[src/rtl/instr_stream_driver.sv]
// Instruction-memory model and program sequencer for the 16-bit pipelined CPU.
// A program is loaded over a valid/ready port. A run then serves CPU fetches
// through a fixed-latency read pipeline until the CPU halts or the cycle
// budget runs out.
module instr_stream_driver #(
  parameter int unsigned            WORD_SIZE = 16,
  parameter int unsigned            DEPTH     = 32,
  parameter int unsigned            ADDR_W    = 5,
  parameter int unsigned            LATENCY   = 1,
  parameter logic [WORD_SIZE-1:0]   FILL_WORD = 16'hF01D,
  parameter int unsigned            TIMEOUT   = 1024
) (
  input  logic                 clk,
  input  logic                 reset,
  input  logic                 ld_valid,
  output logic                 ld_ready,
  input  logic [WORD_SIZE-1:0] ld_data,
  input  logic                 start,
  input  logic                 i_readM,
  input  logic [WORD_SIZE-1:0] i_address,
  output logic [WORD_SIZE-1:0] i_data_out,
  output logic                 i_data_en,
  input  logic                 is_halted,
  output logic                 busy,
  output logic                 done,
  output logic                 timed_out,
  output logic [ADDR_W:0]      prog_len,
  output logic [WORD_SIZE-1:0] fetch_count,
  output logic [WORD_SIZE-1:0] cycle_count
);

  localparam int unsigned LEN_W = ADDR_W + 1;

  typedef enum logic [1:0] {
    ST_IDLE = 2'd0,
    ST_LOAD = 2'd1,
    ST_RUN  = 2'd2,
    ST_DONE = 2'd3
  } state_t;

  state_t               state_q;
  state_t               state_d;

  // Program storage and its length; both survive reset so a program can be rerun.
  logic [WORD_SIZE-1:0] mem [DEPTH];
  logic [LEN_W-1:0]     len_q;

  // Read pipeline: stage 0 holds the word captured on the request edge.
  logic [LATENCY-1:0]   vld_q;
  logic [WORD_SIZE-1:0] word_q [LATENCY];

  logic                 run_start_c;
  logic                 load_acc_c;
  logic                 req_c;
  logic                 flush_c;
  logic                 timeout_c;
  logic                 last_in_c;
  logic [ADDR_W-1:0]    wr_addr_c;
  logic [WORD_SIZE-1:0] rd_word_c;
  logic [WORD_SIZE-1:0] cyc_inc_c;
  logic [LEN_W-1:0]     len_inc_c;

  // Datapath decode shared by the FSM and the registered outputs.
  assign run_start_c = start && (state_q != ST_RUN);
  assign load_acc_c  = ld_valid && ld_ready;
  assign req_c       = (state_q == ST_RUN) && i_readM;
  assign flush_c     = (state_q == ST_RUN) && (state_d != ST_RUN);
  assign cyc_inc_c   = (cycle_count == {WORD_SIZE{1'b1}}) ? cycle_count
                                                           : cycle_count + WORD_SIZE'(1);
  assign timeout_c   = (state_q == ST_RUN) && !is_halted &&
                       (cyc_inc_c >= WORD_SIZE'(TIMEOUT));
  assign len_inc_c   = (state_q == ST_LOAD) ? len_q + LEN_W'(1) : LEN_W'(1);
  assign wr_addr_c   = (state_q == ST_LOAD) ? len_q[ADDR_W-1:0] : '0;
  assign rd_word_c   = (i_address < WORD_SIZE'(len_q)) ? mem[i_address[ADDR_W-1:0]]
                                                       : FILL_WORD;

  // Valid bit about to land in the last pipeline stage (counts a served fetch).
  if (LATENCY == 1) begin : g_lat1
    assign last_in_c = req_c;
  end else begin : g_latn
    assign last_in_c = vld_q[LATENCY-2];
  end

  // State register.
  always_ff @(posedge clk) begin
    if (reset) state_q <= ST_IDLE;
    else       state_q <= state_d;
  end

  // Next state and load handshake; start beats a same-cycle load word.
  always_comb begin
    state_d  = state_q;
    ld_ready = 1'b0;
    case (state_q)
      ST_IDLE, ST_DONE: begin
        ld_ready = !start;
        if (start)         state_d = ST_RUN;
        else if (ld_valid) state_d = ST_LOAD;
      end
      ST_LOAD: begin
        ld_ready = !start && (len_q < LEN_W'(DEPTH));
        if (start) state_d = ST_RUN;
      end
      ST_RUN: begin
        if (is_halted || timeout_c) state_d = ST_DONE;
      end
      default: state_d = ST_IDLE;
    endcase
  end

  // Program buffer write and length tracking (not cleared by reset).
  always_ff @(posedge clk) begin
    if (!reset && load_acc_c) begin
      mem[wr_addr_c] <= ld_data;
      len_q          <= len_inc_c;
    end
  end

  // Fetch pipeline; a halt, timeout or reset drops everything in flight.
  always_ff @(posedge clk) begin
    if (reset || flush_c) begin
      for (int i = 0; i < LATENCY; i++) begin
        vld_q[i]  <= 1'b0;
        word_q[i] <= '0;
      end
    end else begin
      vld_q[0]  <= req_c;
      word_q[0] <= req_c ? rd_word_c : '0;
      for (int i = 1; i < LATENCY; i++) begin
        vld_q[i]  <= vld_q[i-1];
        word_q[i] <= word_q[i-1];
      end
    end
  end

  assign i_data_en  = vld_q[LATENCY-1];
  assign i_data_out = word_q[LATENCY-1];

  // Status flags and run counters.
  always_ff @(posedge clk) begin
    if (reset) begin
      busy        <= 1'b0;
      done        <= 1'b0;
      timed_out   <= 1'b0;
      prog_len    <= '0;
      fetch_count <= '0;
      cycle_count <= '0;
    end else begin
      busy <= (state_d == ST_LOAD) || (state_d == ST_RUN);
      if (load_acc_c)       prog_len <= len_inc_c;
      else if (run_start_c) prog_len <= len_q;
      if (run_start_c) begin
        done        <= 1'b0;
        timed_out   <= 1'b0;
        fetch_count <= '0;
        cycle_count <= '0;
      end else if (state_q == ST_RUN) begin
        cycle_count <= cyc_inc_c;
        if (flush_c) begin
          done      <= 1'b1;
          timed_out <= timeout_c;
        end else if (last_in_c) begin
          fetch_count <= fetch_count + WORD_SIZE'(1);
        end
      end
    end
  end

endmodule

[config.mk]
export PLATFORM = sky130hd
export DESIGN_NAME = instr_stream_driver
export DESIGN_NICKNAME = d
export VERILOG_FILES = /design/src/rtl/instr_stream_driver.sv
export SDC_FILE = /design/constraint.sdc
export NUM_CORES = 1
export LEC_CHECK = 0
export CELL_PAD_IN_SITES_DETAIL_PLACEMENT = 0
export CELL_PAD_IN_SITES_GLOBAL_PLACEMENT = 1
export CORE_MARGIN = 2
export CORE_UTILIZATION = 48
export CTS_CLUSTER_SIZE = 14
export DETAILED_ROUTE_END_ITERATION = 7
export HOLD_SLACK_MARGIN = 0.02
export PLACE_DENSITY_LB_ADDON = 0.2
export SYNTH_ARGS = -nofsm -noshare
export SYNTH_HDL_FRONTEND = slang
export SYNTH_SLANG_ARGS = --single-unit
[constraint.sdc]
create_clock -name clk -period 3.25 [get_ports clk]
set_clock_uncertainty 0.05 [all_clocks]
set_input_delay 0.4875 -clock clk [delete_from_list [all_inputs] [get_ports clk]]
set_output_delay 0.4875 -clock clk [all_outputs]
set_load 0.1 [all_outputs]
==> impl_metrics.json <==
{
  "io_pins": 97,
  "syn_area_um2": 22600,
  "placedInstanceArea_um2": 24800,
  "cts_tree": "yes",
  "num-fill-cells": 3558,
  "synth_warnings": 0,
  "cpPeakStageDelay_ns": 0.37,
  "async_reset_ff_frac": 0,
  "power_density_nw_per_um2": 592,
  "clk_path_buf_depth": 3,
  "ys_ff_latch": 578,
  "synth.mux.area_fraction": 0.151,
  "worstSetupEndpointType": "flop",
  "root_buffer": "clkbuf_16",
  "coreArea_um2": 46600,
  "die_h_um": 221,
  "grt.total_usage": 0.199,
  "rr_startpoint": "cycle_count[4]",
  "slew_headroom": 0.0952,
  "multiInputGateArea_um2": 5570,
  "gp_congestion": 0.774,
  "synthTopCellsByArea": "edfxtp_1, mux4_2, dfxtp_1, nor2_1, mux2i_1",
  "drt-total-wl_mm": 48.1,
  "first_pass_iters": 5,
  "fin_util": 0.573,
  "rsz0062_at_grt": "yes",
  "grt_pass1_vias": 11700,
  "synthesis.nets": 1215,
  "drv_slew": 0,
  "die_w_um": 221,
  "num_vias": 11400,
  "crit_path_top_delay_cell": "dfxtp_4",
  "hold_path.class": "reg2reg",
  "synth-simple-area-share": 0.0495,
  "dieArea_um2": 48800,
  "hpwl_mm": 28.7,
  "wl_per_cell_um": 23.9,
  "htreeDepth": 2,
  "synth_adder_area_share": 0.00609,
  "start_util": 0.486,
  "portBuffers": 96,
  "period_needed_ns": 3.14,
  "overflow": 0,
  "period_share": 0.966,
  "synth_compound_area_frac": 0.0235,
  "hold_viol": 0,
  "drt_iter0_markers": 1040,
  "crit_fanout": 6,
  "clock.fmax_mhz": 319,
  "area_delta_synth_final_pct": 18.0,
  "clk_pin_slew_ns": 0.06,
  "worstPathRequired_ns": 3.73,
  "syn_inst": 1166,
  "final_area_um2": 26700,
  "status": "complete, no violations",
  "antenna_found_initial": 0,
  "diodes": 0,
  "numCtsBuffers": 57,
  "row_count": 79,
  "tightest_slew_ns": 1.35,
  "clkLatencyLatePin_ns": 0.62,
  "synth_cell_types": 50,
  "grt_max_degree": 91,
  "synth_top_area_cell": "edfxtp_1",
  "min_from": "done",
  "maxCapViolCount": 0,
  "power.leakage_uw": 0.00870,
  "crit_chain": "nand4_1 > buf_6 > nor4_4 > mux2i_1 > nand4_1 > nor3_2 > or2_1 > ha_2 > and3_4 > nand4_4 > or3_4 > or3_1 > a21oi_1",
  "drc": 0,
  "seq_area_um2": 16800,
  "fin_nets": 1405,
  "peakVddDrop_mv": 0.506,
  "cts.sinks": 578,
  "ant_nets": 0,
  "cp.arrival_ns": 3.62,
  "synth-seq-area-share": 0.741,
  "synth_edf_count": 518,
  "critical_path_class": "reg2reg",
  "layout-drive-gt1-share": 0.299,
  "finalPower_uw": 15800,
  "start_kind": "flop",
  "cp-startpoint": "cycle_count[4]",
  "grt_pass1_wl_mm": 72.9,
  "ys.flop_type": "edfxtp_1",
  "synth_top_area_frac": 0.688,
  "crit_top_cell": "nand4_1",
  "cts_hold_repair.buffers": 0,
  "synth_xor_area_frac": 0.0108,
  "vias_per_cell": 5.66,
  "final-setup-viol-count": 0,
  "syn_avg_cell_area_um2": 19.4,
  "synth_top_family_by_area": "multiplexers"
}
## power breakdown
| group | internal (µW) | switching, µW |
|---|---|---|
| Sequential | 8130 | 34.2 |
| Clock | 3750 | 2730 |
| Combinational | 424 | 712 |
## synthesized netlist by cell type, types with 2 or more instances
| master | count |
|---|---|
| mux4_2 | 144 |
| nor3_1 | 6 |
| clkbuf_1 | 30 |
| inv_1 | 14 |
| a21oi_1 | 28 |
| buf_4 | 2 |
| or3_1 | 5 |
| buf_6 | 7 |
| nor2_1 | 97 |
| edfxtp_1 | 518 |
| nand4_1 | 16 |
| nand2_1 | 24 |
| nor2b_1 | 11 |
| nand3_1 | 20 |
| dfxtp_1 | 60 |
| a211oi_1 | 14 |
| and4_1 | 2 |
| o22ai_1 | 25 |
| ha_1 | 11 |
| xnor2_1 | 10 |
| buf_2 | 14 |
| a32oi_1 | 2 |
| or2_2 | 4 |
| buf_8 | 2 |
| o21ai_1 | 2 |
| mux2i_1 | 18 |
| o21ai_0 | 6 |
| nand3b_1 | 2 |
| nand2b_1 | 23 |
| and2_1 | 5 |
| buf_1 | 3 |
| and3_1 | 4 |
| xor2_1 | 18 |
| nor4_1 | 3 |
## area by class of cell
| class | instances | area share |
|---|---|---|
| flip-flops and latches | 578 | 0.630 |
| inverters | 14 | 0.00197 |
| clock inverters | 35 | 0.0131 |
| multi-input cells | 515 | 0.209 |
| well taps | 607 | 0.0285 |
| clock buffers | 71 | 0.0562 |
| repair buffers | 190 | 0.0610 |
## timing repair
| item | CTS | global route |
|---|---|---|
| buffers inserted | 0 | 1 |
| gates resized for setup | 0 | 7 |
| endpoints found under the setup margin | 0 | 5 |
## placed cells by master, fill, tap and decap left out, types with 6 or more instances in the layout
master	instances
clkinv_2	13
xnor2_1	10
buf_4	134
edfxtp_1	518
nor2_1	80
nand4_1	16
nor2b_1	11
o22ai_1	25
xor2_1	18
clkdlybuf4s50_1	47
nand2b_1	23
nor2_2	17
a21oi_1	28
bufinv_16	6
mux2i_1	18
clkbuf_16	57
clkbuf_1	12
ha_1	9
dfxtp_4	13
mux4_2	144
dfxtp_1	45
nand2_1	24
a211oi_1	14
inv_1	14
o21ai_0	6
nand3_1	20
buf_12	6
clkinv_1	10
## metrics by stage
stage	setup slack (ns)	hold WS [ns]	cells	setup TNS (ns)
finish	0.111	0.400	2010	0
floorplan	-0.186	0.536	1166	-0.335
detailed placement	0.0452	0.389	1903	0
CTS	0.0261	0.405	2009	0
global placement	0.102	0.386	1903	0
global route	-0.0422	0.436	2010	-0.0422
## path summary, 6_finish.rpt
check | to | slack (ns) | cells past startpoint
setup reg to reg | fetch_count[15] | 0.11 | 13
hold / removal | done | 0.40 | 2
hold reg to reg | done | 0.40 | 2
setup / recovery | fetch_count[15] | 0.11 | 13
## worst max-delay path, delay by kind of cell (launching register included)
kind,cells,cell delay [ns]
simple gates,9,1.91
flops,1,0.37
mux,1,0.25
fa+ha+maj,1,0.19
buf+inv,1,0.16
compound gates,1,0.13
## cells by family (layout without fill, tap and decap cells)
family / count (synthesis) / in the layout
buffers and inverters: 73 / 310
multiplexers: 162 / 162
AO/OA/AOI/OAI: 86 / 86
flip-flops: 578 / 578
XOR/XNOR: 28 / 28
adder cells (fa/ha/maj): 11 / 11
AND/OR/NAND/NOR: 228 / 228
## registers in the layout (all words and copies together), names as in the netlist
register     cells
len_q            6
cycle_count     16
prog_len         6
word_q          16
done             1
state_q          2
busy             1
mem            512
timed_out        1
i_data_en        1
fetch_count     16
## metal layers
metal  routed length [µm]  up-vias  track usage  share of wire
li1                     -     5090            -              -
met1                20900     5886        0.285           0.43
met2                23300      333        0.319           0.48
met3                 2770       70       0.0320          0.058
met4                 1150        0       0.0626          0.024
met5                    0        -            0              0
(Power assumes the default switching activity.)
==> edit (config.mk and constraints unchanged) <==
Re-encode `state_t` (4 states) as Gray code, 2 bits wide.
--- a/src/rtl/instr_stream_driver.sv
+++ b/src/rtl/instr_stream_driver.sv
@@ -32,10 +32,10 @@
   localparam int unsigned LEN_W = ADDR_W + 1;
 
   typedef enum logic [1:0] {
-    ST_IDLE = 2'd0,
-    ST_LOAD = 2'd1,
-    ST_RUN  = 2'd2,
-    ST_DONE = 2'd3
+    ST_IDLE = 2'b00,
+    ST_LOAD = 2'b01,
+    ST_RUN  = 2'b11,
+    ST_DONE = 2'b10
   } state_t;
 
   state_t               state_q;
Behaviour: no difference found for any inputs over 4 cycles, from zero or initial values and one cycle with reset high; so few cycles prove little.
==> edit against the original RTL <==
Routed wire length increased by 2.8%. Critical path depth down 6. Sequential share of layout area shrank 0.34 points. Setup slack improved by 330 ps. Sequential cell count unchanged. Final area grew 0.23%. Total power decreased by 1.1%. Synthesized area up 0.34%. Largest cell class unchanged. Combinational power down 33%.
==> edit: results (changes against the original RTL) <==
logic_synthesis:
  ys_seq_area_share_pct: 73.88  # was 74.13%
  synth_compound_area_share_pct: 2.008  # was 2.353%
  synthAdderAreaFrac_pct: 0.4413  # was 0.6089%
  synth_xor_area_share_pct: 0.6565  # was 1.085%
  syn_inst: 1111  # was 1,166
  ys_types: 56  # was 50
  synth_nets: 1157  # was 1,215
  synthTopCellsByArea: "edfxtp_1 (69%), mux4_2 (16%), dfxtp_1 (5.3%), nor2_1 (1.3%), mux2i_1 (0.75%)"  # was edfxtp_1 (69%), mux4_2 (14%), dfxtp_1 (5.3%), nor2_1 (1.6%), mux2i_1 (0.80%)
  ys_top_cells_by_count: "edfxtp_1 (518), mux4_2 (160), nor2_1 (79)"  # was edfxtp_1 (518), mux4_2 (144), nor2_1 (97)
  synthMuxAreaShare_pct: 16.79  # was 15.15%
power:
  p_leak_nw: 8.647  # was 8.699 nW
  vdd_ir_drop_max_uv: 378.9  # was 506.0 uV
  cellPowerDensity_nw_per_um2: 583.7  # was 591.8 nW/um^2
clock_tree:
  cts_resized: 0  # unchanged
  clk_path_buf_depth: 3  # unchanged
  htree_levels: 2  # unchanged
detailed_routing:
  drt-total-wl_mm: 49.46  # was 48.12 mm
  via_count: 11394  # was 11,379
  first_pass_iters: 7  # was 5
  drt-initial-drc-count: 1124  # was 1,040
global_routing:
  grt_start_max_net_pins: 73  # was 91
  grt_first_pass_wirelength_mm: 74.62  # was 72.90 mm
  grt_util_all_layers_pct: 20.53  # was 19.95%
  grt_pass1_vias: 11566  # was 11,736
finish:
  fin_cells: 1946  # was 2,010
  drive_gt1_share_pct: 32.34  # was 29.86%
  fin_nets: 1337  # was 1,405
  num-fill-cells: 3456  # was 3,558
place:
  dpl.hpwl_mm: 30.34  # was 28.65 mm
  place_ws_ps: 356.2  # was 45.19 ps
  gp_congestion: 0.7859  # was 0.7736
  place_area_sq_um: 24810  # was 24,770 sq um
  dp.cells: 1839  # was 1,903
  io_buffers: 96  # unchanged
worst_setup_path:
  max_stage_delay_ps: 730  # was 370 ps
  crit_slowest_cell: "or4b_1"  # was dfxtp_4
  path_delay_family: "simple AND/OR/NAND/NOR gates"  # unchanged
  critPathMaxFanout: 8  # was 6
  worstPathArrival_ps: 3300  # was 3620 ps
status:
  status: "finished clean"  # unchanged
sta:
  finalSetupViolCount: 0  # unchanged
  relSlewSlack_pct: 24.83  # was 9.516%
==> edit: cell types whose count changed after synthesis, sizes merged, moves of 5 or more <==
cell,before,now
o22ai,25,0
o31ai,0,13
or4,0,14
nor2,97,79
nor2b,11,1
nand2b,23,6
a211oi,14,5
mux4,144,160
xor2,18,10
o221a,0,8
nand3,20,25
a21oi,29,23
==> edit: cell type report <==
| cell class | instances | area share [%] |
|---|---|---|
| Timing Repair Buffer | 177 | 5.890 |
| Tap cell | 607 | 2.842 |
| Sequential cell | 578 | 62.71 |
| Inverter | 10 | 0.1405 |
| Clock buffer | 70 | 5.717 |
| Multi-Input combinational cell | 467 | 21.27 |
| Clock inverter | 37 | 1.433 |
==> edit: report_power, final <==
part / internal [mW] / leakage, nW / switching (mW)
clock: 3.96 / 0.938 / 2.74
sequential: 8.11 / 5.14 / 0.0169
combinational: 0.325 / 2.57 / 0.439
==> edit: per-layer routing <==
metal	wire (um)	track usage [%]	up-vias
met5	0	0	-
met2	23980	33.09	363
met1	21590	29.22	5980
met4	1027	5.932	0
li1	-	-	4974
met3	2857	3.373	77
==> edit: final timing paths <==
| check | start | slack, ps | endpoint | cells past startpoint |
|---|---|---|---|---|
| max | cycle_count[0]$_SDFFE_PP0P_ | 440 | word_q[0][11]$_SDFF_PP0_ | 7 |
| min | fetch_count[15]$_SDFFE_PP0P_ | 430 | fetch_count[15]$_SDFFE_PP0P_ | 2 |
| max reg2reg | cycle_count[0]$_SDFFE_PP0P_ | 440 | word_q[0][11]$_SDFF_PP0_ | 7 |
| min reg2reg | fetch_count[15]$_SDFFE_PP0P_ | 430 | fetch_count[15]$_SDFFE_PP0P_ | 2 |
==> edit: tightest hold or removal path, delay by kind of cell, from the launching register on <==
family,cells,cell delay (ps)
AO/OA/AOI/OAI,2,130
flip-flops,1,320
